File: config.mk
export PLATFORM = sky130hd
export DESIGN_NAME = sh2_int_accept
export DESIGN_NICKNAME = d
export VERILOG_FILES = /design/src/rtl/sh2_int_accept.sv
export SDC_FILE = /design/constraint.sdc
export NUM_CORES = 1
export LEC_CHECK = 0
export BUFFER_PORTS_ARGS = -buffer_cell sky130_fd_sc_hd__buf_2
export CAP_MARGIN = 20
export CELL_PAD_IN_SITES_DETAIL_PLACEMENT = 0
export CELL_PAD_IN_SITES_GLOBAL_PLACEMENT = 1
export CORE_ASPECT_RATIO = 1.25
export CORE_MARGIN = 4
export CORE_UTILIZATION = 45
export DETAILED_ROUTE_END_ITERATION = 10
export GPL_ROUTABILITY_DRIVEN = 0
export PLACE_DENSITY = 0.89
export SLEW_MARGIN = 10
export SYNTH_ARGS = -nofsm -noshare
export SYNTH_HDL_FRONTEND = slang
export SYNTH_SLANG_ARGS = --single-unit
export TNS_END_PERCENT = 50
File: constraint.sdc
create_clock -name CLK -period 4.6 [get_ports CLK]
set_input_delay 0.46 -clock CLK [delete_from_list [all_inputs] [get_ports CLK]]
set_output_delay 0.46 -clock CLK [all_outputs]
set_load 0.01 [all_outputs]
File: src/rtl/sh2_int_accept.sv
// sh2_int_accept: hardware-interrupt exception-entry sequencer between the INTC and the CPU core.
// Accepts a request at an instruction boundary, fetches its vector, stacks SR/PC and loads the handler PC.
module sh2_int_accept #(
   parameter logic [7:0] NMI_VEC = 8'd11
) (
   input  logic        CLK,
   input  logic        RST_N,
   input  logic        CE_R,
   input  logic        CE_F,
   input  logic [3:0]  SR_I,
   input  logic        INST_BOUND,
   input  logic [31:0] PC,
   input  logic [31:0] SR,
   input  logic [31:0] R15,
   input  logic [31:0] VBR,
   output logic [3:0]  INT_MASK,
   input  logic        INT_REQ,
   input  logic [3:0]  INT_LVL,
   input  logic [7:0]  INT_VEC,
   output logic        INT_ACP,
   output logic        INT_ACK,
   output logic        VECT_REQ,
   input  logic        VECT_WAIT,
   output logic [31:0] MEM_A,
   output logic [31:0] MEM_DO,
   input  logic [31:0] MEM_DI,
   output logic [3:0]  MEM_BA,
   output logic        MEM_WE,
   output logic        MEM_REQ,
   input  logic        MEM_WAIT,
   output logic        EXC_BUSY,
   output logic        EXC_DONE,
   output logic [31:0] NEW_PC,
   output logic [31:0] NEW_R15,
   output logic [3:0]  NEW_SR_I
);

   localparam int unsigned AW = 32;
   localparam int unsigned LW = 4;
   localparam int unsigned VW = 8;

   typedef enum logic [2:0] {
      S_IDLE,
      S_VREQ,
      S_VWAIT,
      S_PSR,
      S_PPC,
      S_RVEC,
      S_DONE
   } state_t;

   state_t        state_q, state_d;
   logic [LW-1:0] lvl_q, lvl_d;
   logic [AW-1:0] r15_q, r15_d;
   logic [AW-1:0] pc_q, pc_d;
   logic [AW-1:0] sr_q, sr_d;
   logic [AW-1:0] di_q, di_d;
   logic [VW-1:0] vec_q, vec_d;
   logic          vec_ok_q, vec_ok_d;

   logic          int_acp_q, int_acp_d;
   logic          int_ack_q, int_ack_d;
   logic          vect_req_q, vect_req_d;
   logic [AW-1:0] mem_a_q, mem_a_d;
   logic [AW-1:0] mem_do_q, mem_do_d;
   logic          mem_we_q, mem_we_d;
   logic          mem_req_q, mem_req_d;
   logic          exc_busy_q, exc_busy_d;
   logic          exc_done_q, exc_done_d;
   logic [AW-1:0] new_pc_q, new_pc_d;
   logic [AW-1:0] new_r15_q, new_r15_d;
   logic [LW-1:0] new_sr_i_q, new_sr_i_d;

   logic          accept_c;
   logic          mem_done_c;

   // NMI vector bypasses the level comparison
   assign accept_c   = INT_REQ & INST_BOUND & ((INT_LVL > SR_I) | (INT_VEC == NMI_VEC));
   assign mem_done_c = mem_req_q & ~MEM_WAIT;

   always_comb begin
      state_d    = state_q;
      lvl_d      = lvl_q;
      r15_d      = r15_q;
      pc_d       = pc_q;
      sr_d       = sr_q;
      di_d       = di_q;
      vec_d      = vec_q;
      vec_ok_d   = vec_ok_q;
      int_acp_d  = int_acp_q;
      int_ack_d  = int_ack_q;
      vect_req_d = vect_req_q;
      mem_a_d    = mem_a_q;
      mem_do_d   = mem_do_q;
      mem_we_d   = mem_we_q;
      mem_req_d  = mem_req_q;
      exc_busy_d = exc_busy_q;
      exc_done_d = exc_done_q;
      new_pc_d   = new_pc_q;
      new_r15_d  = new_r15_q;
      new_sr_i_d = new_sr_i_q;

      // single-CE_R strobes fall on the next rising-phase enable
      if (CE_R) begin
         int_acp_d  = 1'b0;
         int_ack_d  = 1'b0;
         exc_done_d = 1'b0;
      end

      unique case (state_q)
         S_IDLE: begin
            if (CE_R && accept_c) begin
               state_d    = S_VREQ;
               lvl_d      = INT_LVL;
               r15_d      = R15;
               pc_d       = PC;
               sr_d       = SR;
               vec_ok_d   = 1'b0;
               int_acp_d  = 1'b1;
               vect_req_d = 1'b1;
               exc_busy_d = 1'b1;
            end
         end
         S_VREQ: begin
            if (CE_F) begin
               state_d    = S_VWAIT;
               vect_req_d = 1'b0;
            end
         end
         S_VWAIT: begin
            if (CE_F && !vec_ok_q && !VECT_WAIT) begin
               vec_d    = INT_VEC;
               vec_ok_d = 1'b1;
            end
            if (CE_R && vec_ok_q) begin
               state_d   = S_PSR;
               vec_ok_d  = 1'b0;
               int_ack_d = 1'b1;
               mem_req_d = 1'b1;
               mem_we_d  = 1'b1;
               mem_a_d   = r15_q - AW'(4);
               mem_do_d  = sr_q;
            end
         end
         S_PSR: begin
            if (CE_R && mem_done_c) begin
               state_d  = S_PPC;
               mem_a_d  = r15_q - AW'(8);
               mem_do_d = pc_q;
            end
         end
         S_PPC: begin
            if (CE_R && mem_done_c) begin
               state_d  = S_RVEC;
               mem_we_d = 1'b0;
               mem_a_d  = VBR + AW'({vec_q, 2'b00});
               mem_do_d = '0;
            end
         end
         S_RVEC: begin
            if (CE_R && mem_done_c) begin
               state_d   = S_DONE;
               di_d      = MEM_DI;
               mem_req_d = 1'b0;
               mem_a_d   = '0;
            end
         end
         S_DONE: begin
            if (CE_R) begin
               state_d    = S_IDLE;
               new_pc_d   = di_q;
               new_r15_d  = r15_q - AW'(8);
               new_sr_i_d = lvl_q;
               exc_done_d = 1'b1;
               exc_busy_d = 1'b0;
            end
         end
         default: begin
            state_d = S_IDLE;
         end
      endcase
   end

   always_ff @(posedge CLK or negedge RST_N) begin
      if (!RST_N) begin
         state_q    <= S_IDLE;
         lvl_q      <= '0;
         r15_q      <= '0;
         pc_q       <= '0;
         sr_q       <= '0;
         di_q       <= '0;
         vec_q      <= '0;
         vec_ok_q   <= 1'b0;
         int_acp_q  <= 1'b0;
         int_ack_q  <= 1'b0;
         vect_req_q <= 1'b0;
         mem_a_q    <= '0;
         mem_do_q   <= '0;
         mem_we_q   <= 1'b0;
         mem_req_q  <= 1'b0;
         exc_busy_q <= 1'b0;
         exc_done_q <= 1'b0;
         new_pc_q   <= '0;
         new_r15_q  <= '0;
         new_sr_i_q <= '0;
      end else begin
         state_q    <= state_d;
         lvl_q      <= lvl_d;
         r15_q      <= r15_d;
         pc_q       <= pc_d;
         sr_q       <= sr_d;
         di_q       <= di_d;
         vec_q      <= vec_d;
         vec_ok_q   <= vec_ok_d;
         int_acp_q  <= int_acp_d;
         int_ack_q  <= int_ack_d;
         vect_req_q <= vect_req_d;
         mem_a_q    <= mem_a_d;
         mem_do_q   <= mem_do_d;
         mem_we_q   <= mem_we_d;
         mem_req_q  <= mem_req_d;
         exc_busy_q <= exc_busy_d;
         exc_done_q <= exc_done_d;
         new_pc_q   <= new_pc_d;
         new_r15_q  <= new_r15_d;
         new_sr_i_q <= new_sr_i_d;
      end
   end

   assign INT_MASK = SR_I;
   assign MEM_BA   = 4'hF;
   assign INT_ACP  = int_acp_q;
   assign INT_ACK  = int_ack_q;
   assign VECT_REQ = vect_req_q;
   assign MEM_A    = mem_a_q;
   assign MEM_DO   = mem_do_q;
   assign MEM_WE   = mem_we_q;
   assign MEM_REQ  = mem_req_q;
   assign EXC_BUSY = exc_busy_q;
   assign EXC_DONE = exc_done_q;
   assign NEW_PC   = new_pc_q;
   assign NEW_R15  = new_r15_q;
   assign NEW_SR_I = new_sr_i_q;

endmodule

==> impl_metrics.ini <==
[critical_path]
cp_max_fo = 11
cpPeakStageDelay_ns = 0.72
crit_type = flop to flop
critPathTopFamily = simple AND/OR/NAND/NOR gates
worstPathArrival_ns = 3.46
crit_buf_inv = 0
cp.required_ns = 5.01
crit_top_cell = nor4_1
cp_cell_sequence = nor4_1 > nand4b_1 > nor2_1 > a21oi_1 > nor4_1 > o22ai_1
critPathLaunchType = flop
crit_slowest_cell = nor4_1
endpoint_kind = flop

[timing]
rsz0062_at_grt = no
max_slew_margin_pct = 34.1
hold-worst-slack_ns = -0.00492
worstMarginPinSlew_ns = 0.988
hold_viol = 1
skew_ns = 0.00877
fin_crit_ns = 3.05
setup_ws_ns = 1.55
finalSetupViolations = 0
slew_viol_final = 0
timing.fmax_ghz = 0.328
finalCritPeriodShare_pct = 66.3
tns_ns = 0

[global_route]
grt_use_met3_pct = 5.26
grt_pass1_wl_mm = 63.3
use_met1_pct = 28.0
global_route.overflow_total = 0
grt_most_used_layer = met2
grt_max_degree = 122
grt_pass1_vias = 11500
grt_util_all_layers_pct = 24.3
antenna_found_initial = 7
grt_use_met2_pct = 43.1

[clocking]
clockBufferDepth = 3
clkLatencyLatePin_ns = 0.55
cts-root-buf = clkbuf_16
path_clk_slew_ns = 0.06
cts_setup_buffers = 0
postCtsHoldBufs = 0
cts.sink_count = 283
postCtsResizedCells = 0
cts_max_level = 1
numCtsBuffers = 30
cts_tree = done

[route]
detail-route-antenna-nets = 0
first_iter_violations = 871
drc = 0
viasPerCell = 5.54
wl_per_cell_um = 20.2
vias = 11300
dr.pass1.iters = 5
wirelength_mm = 41.2

[placement]
io_buffer_count = 326
pre_cts_ws_ns = 1.58
place_hpwl_mm = 30.1

[run]
cap_violations = 0

[yosys]
synthMuxAreaShare_pct = 11.8
ys.flop_type = dfrtp_1
yosysTopAreaCellShare_pct = 51.8
synthSimpleGateAreaFrac_pct = 14.9
synth.distinct_cells = 68
synth_fa_ha_area_share_pct = 1.52
syn-instance-count = 1332
yosys_warnings = 0
synth_edf_count = 0
synth_common_cells = dfrtp_1, nand2_1, mux2_2
seq_area_frac_synth_pct = 51.8
synthTopCellsByArea = dfrtp_1, mux2_2, nand2_1, o21ai_0, clkbuf_1
synth_compound_area_share_pct = 12.5
post-synth-top-count-cell = dfrtp_1
syn-cell-area_sq_um = 13700
synthArstFlopShare_pct = 100
yosysTopAreaCell = dfrtp_1
synth_xor_xnor_area_share_pct = 3.72
synth_top_family_by_area = simple AND/OR/NAND/NOR gates
ys_ff_latch = 283
syn_avg_cell_area_sq_um = 10.3

[floorplan]
die_w_um = 164
ios = 331
core-area_sq_um = 30000
dieArea_sq_um = 33200
die_y_um = 203
num_rows = 71
start_util_pct = 45.5

[power]
ir_drop_mv = 0.346
p_total_mw = 10.7
leakage_nw = 8.10
p_per_area_nw_per_um2 = 642

[finish]
area_growth_pct = 21.6
drive_gt1_share_pct = 34.3
final_nets = 1814
fillers = 2768

[status]
status = finished, violations left
violations = hold timing

[hold_path]
hold_path_class = input port to async pin
==> final timing paths <==
kind                            depth (start not counted)         end      from  slack [ns]
worst min register to register                          2  NEW_PC[17]  di_q[17]        0.46
max in group asynchronous                               2    sr_q[15]     RST_N        3.43
worst max register to register                          6   MEM_A[26]  r15_q[9]        1.55
worst max-delay path                                    6   MEM_A[26]  r15_q[9]        1.55
worst min-delay path                                    1    MEM_A[1]     RST_N      -0.005
min in group CLK                                        2   r15_q[23]   R15[23]        0.14
==> flip-flops by register name (all words and copies together) (netlist names), 8 cells and up, named ones only <==
name     count
MEM_A       32
MEM_DO      32
NEW_PC      32
NEW_R15     32
di_q        32
pc_q        32
r15_q       32
sr_q        32
vec_q        8
==> cell usage in the layout, fill, tap and decap left out, types with 9 or more instances in the layout <==
| cell type | n |
|---|---|
| or3_1 | 9 |
| nand4_1 | 18 |
| buf_2 | 325 |
| dfrtp_1 | 283 |
| clkbuf_16 | 31 |
| nand3_1 | 19 |
| a22oi_1 | 34 |
| nor4_1 | 18 |
| a21oi_1 | 49 |
| buf_4 | 16 |
| a31oi_1 | 10 |
| ha_1 | 15 |
| o22ai_1 | 10 |
| nor2_1 | 54 |
| xor2_1 | 28 |
| mux2_2 | 141 |
| nand2_1 | 238 |
| nor3_1 | 18 |
| xnor2_1 | 30 |
| o21ai_0 | 103 |
| inv_1 | 25 |
==> area by class of cell <==
| cell class | instances | area (sq um) | share of cell area [%] |
|---|---|---|---|
| clock inverters | 13 | 175 | 1.05 |
| well taps | 401 | 502 | 3.02 |
| diodes | 5 | 12.5 | 0.0752 |
| clock buffers | 41 | 853 | 5.13 |
| flip-flops and latches | 283 | 7080 | 42.6 |
| multi-input cells | 930 | 6120 | 36.8 |
| inverters | 26 | 97.6 | 0.587 |
| repair buffers | 343 | 1780 | 10.7 |
==> stage by stage <==
stage / cell area (sq um) / cells / util (%)
after floorplan: 13700 / 1335 / -
after global placement: 15600 / 1983 / 51.9
after detailed placement: 15600 / 1983 / 51.9
after CTS: 16600 / 2037 / 55.3
after global routing: 16600 / 2040 / 55.4
final: 16600 / 2042 / 55.4
==> where the power goes <==
| part | total, mW | switching (mW) | leakage, nW | internal, mW |
|---|---|---|---|---|
| clock network | 2.51 | 0.993 | 0.507 | 1.52 |
| logic | 3.83 | 2.17 | 3.94 | 1.66 |
| registers | 4.33 | 0.855 | 3.66 | 3.47 |
| total | 10.7 | 4.02 | 8.10 | 6.65 |
==> per-layer routing <==
layer | vias up | share of wire [%]
li1 | 5267 | -
met1 | 5497 | 37
met4 | 6 | 4.6
met5 | - | 0.085
met2 | 428 | 51
met3 | 107 | 7.2
==> worst reg2reg max path, cell delays in order, from the launching register on <==
cell,delay (ns)
dfrtp_1,0.51
nor4_1,0.72
nand4b_1,0.53
nor2_1,0.30
a21oi_1,0.10
nor4_1,0.56
o22ai_1,0.19
==> logic make-up after synthesis <==
kind of cell / Yosys count
simple gates: 434
flops: 283
compound gates: 275
mux: 143
buf+inv: 122
xor+xnor: 58
fa+ha+maj: 16
other cells: 1
(Power assumes the default switching activity.)
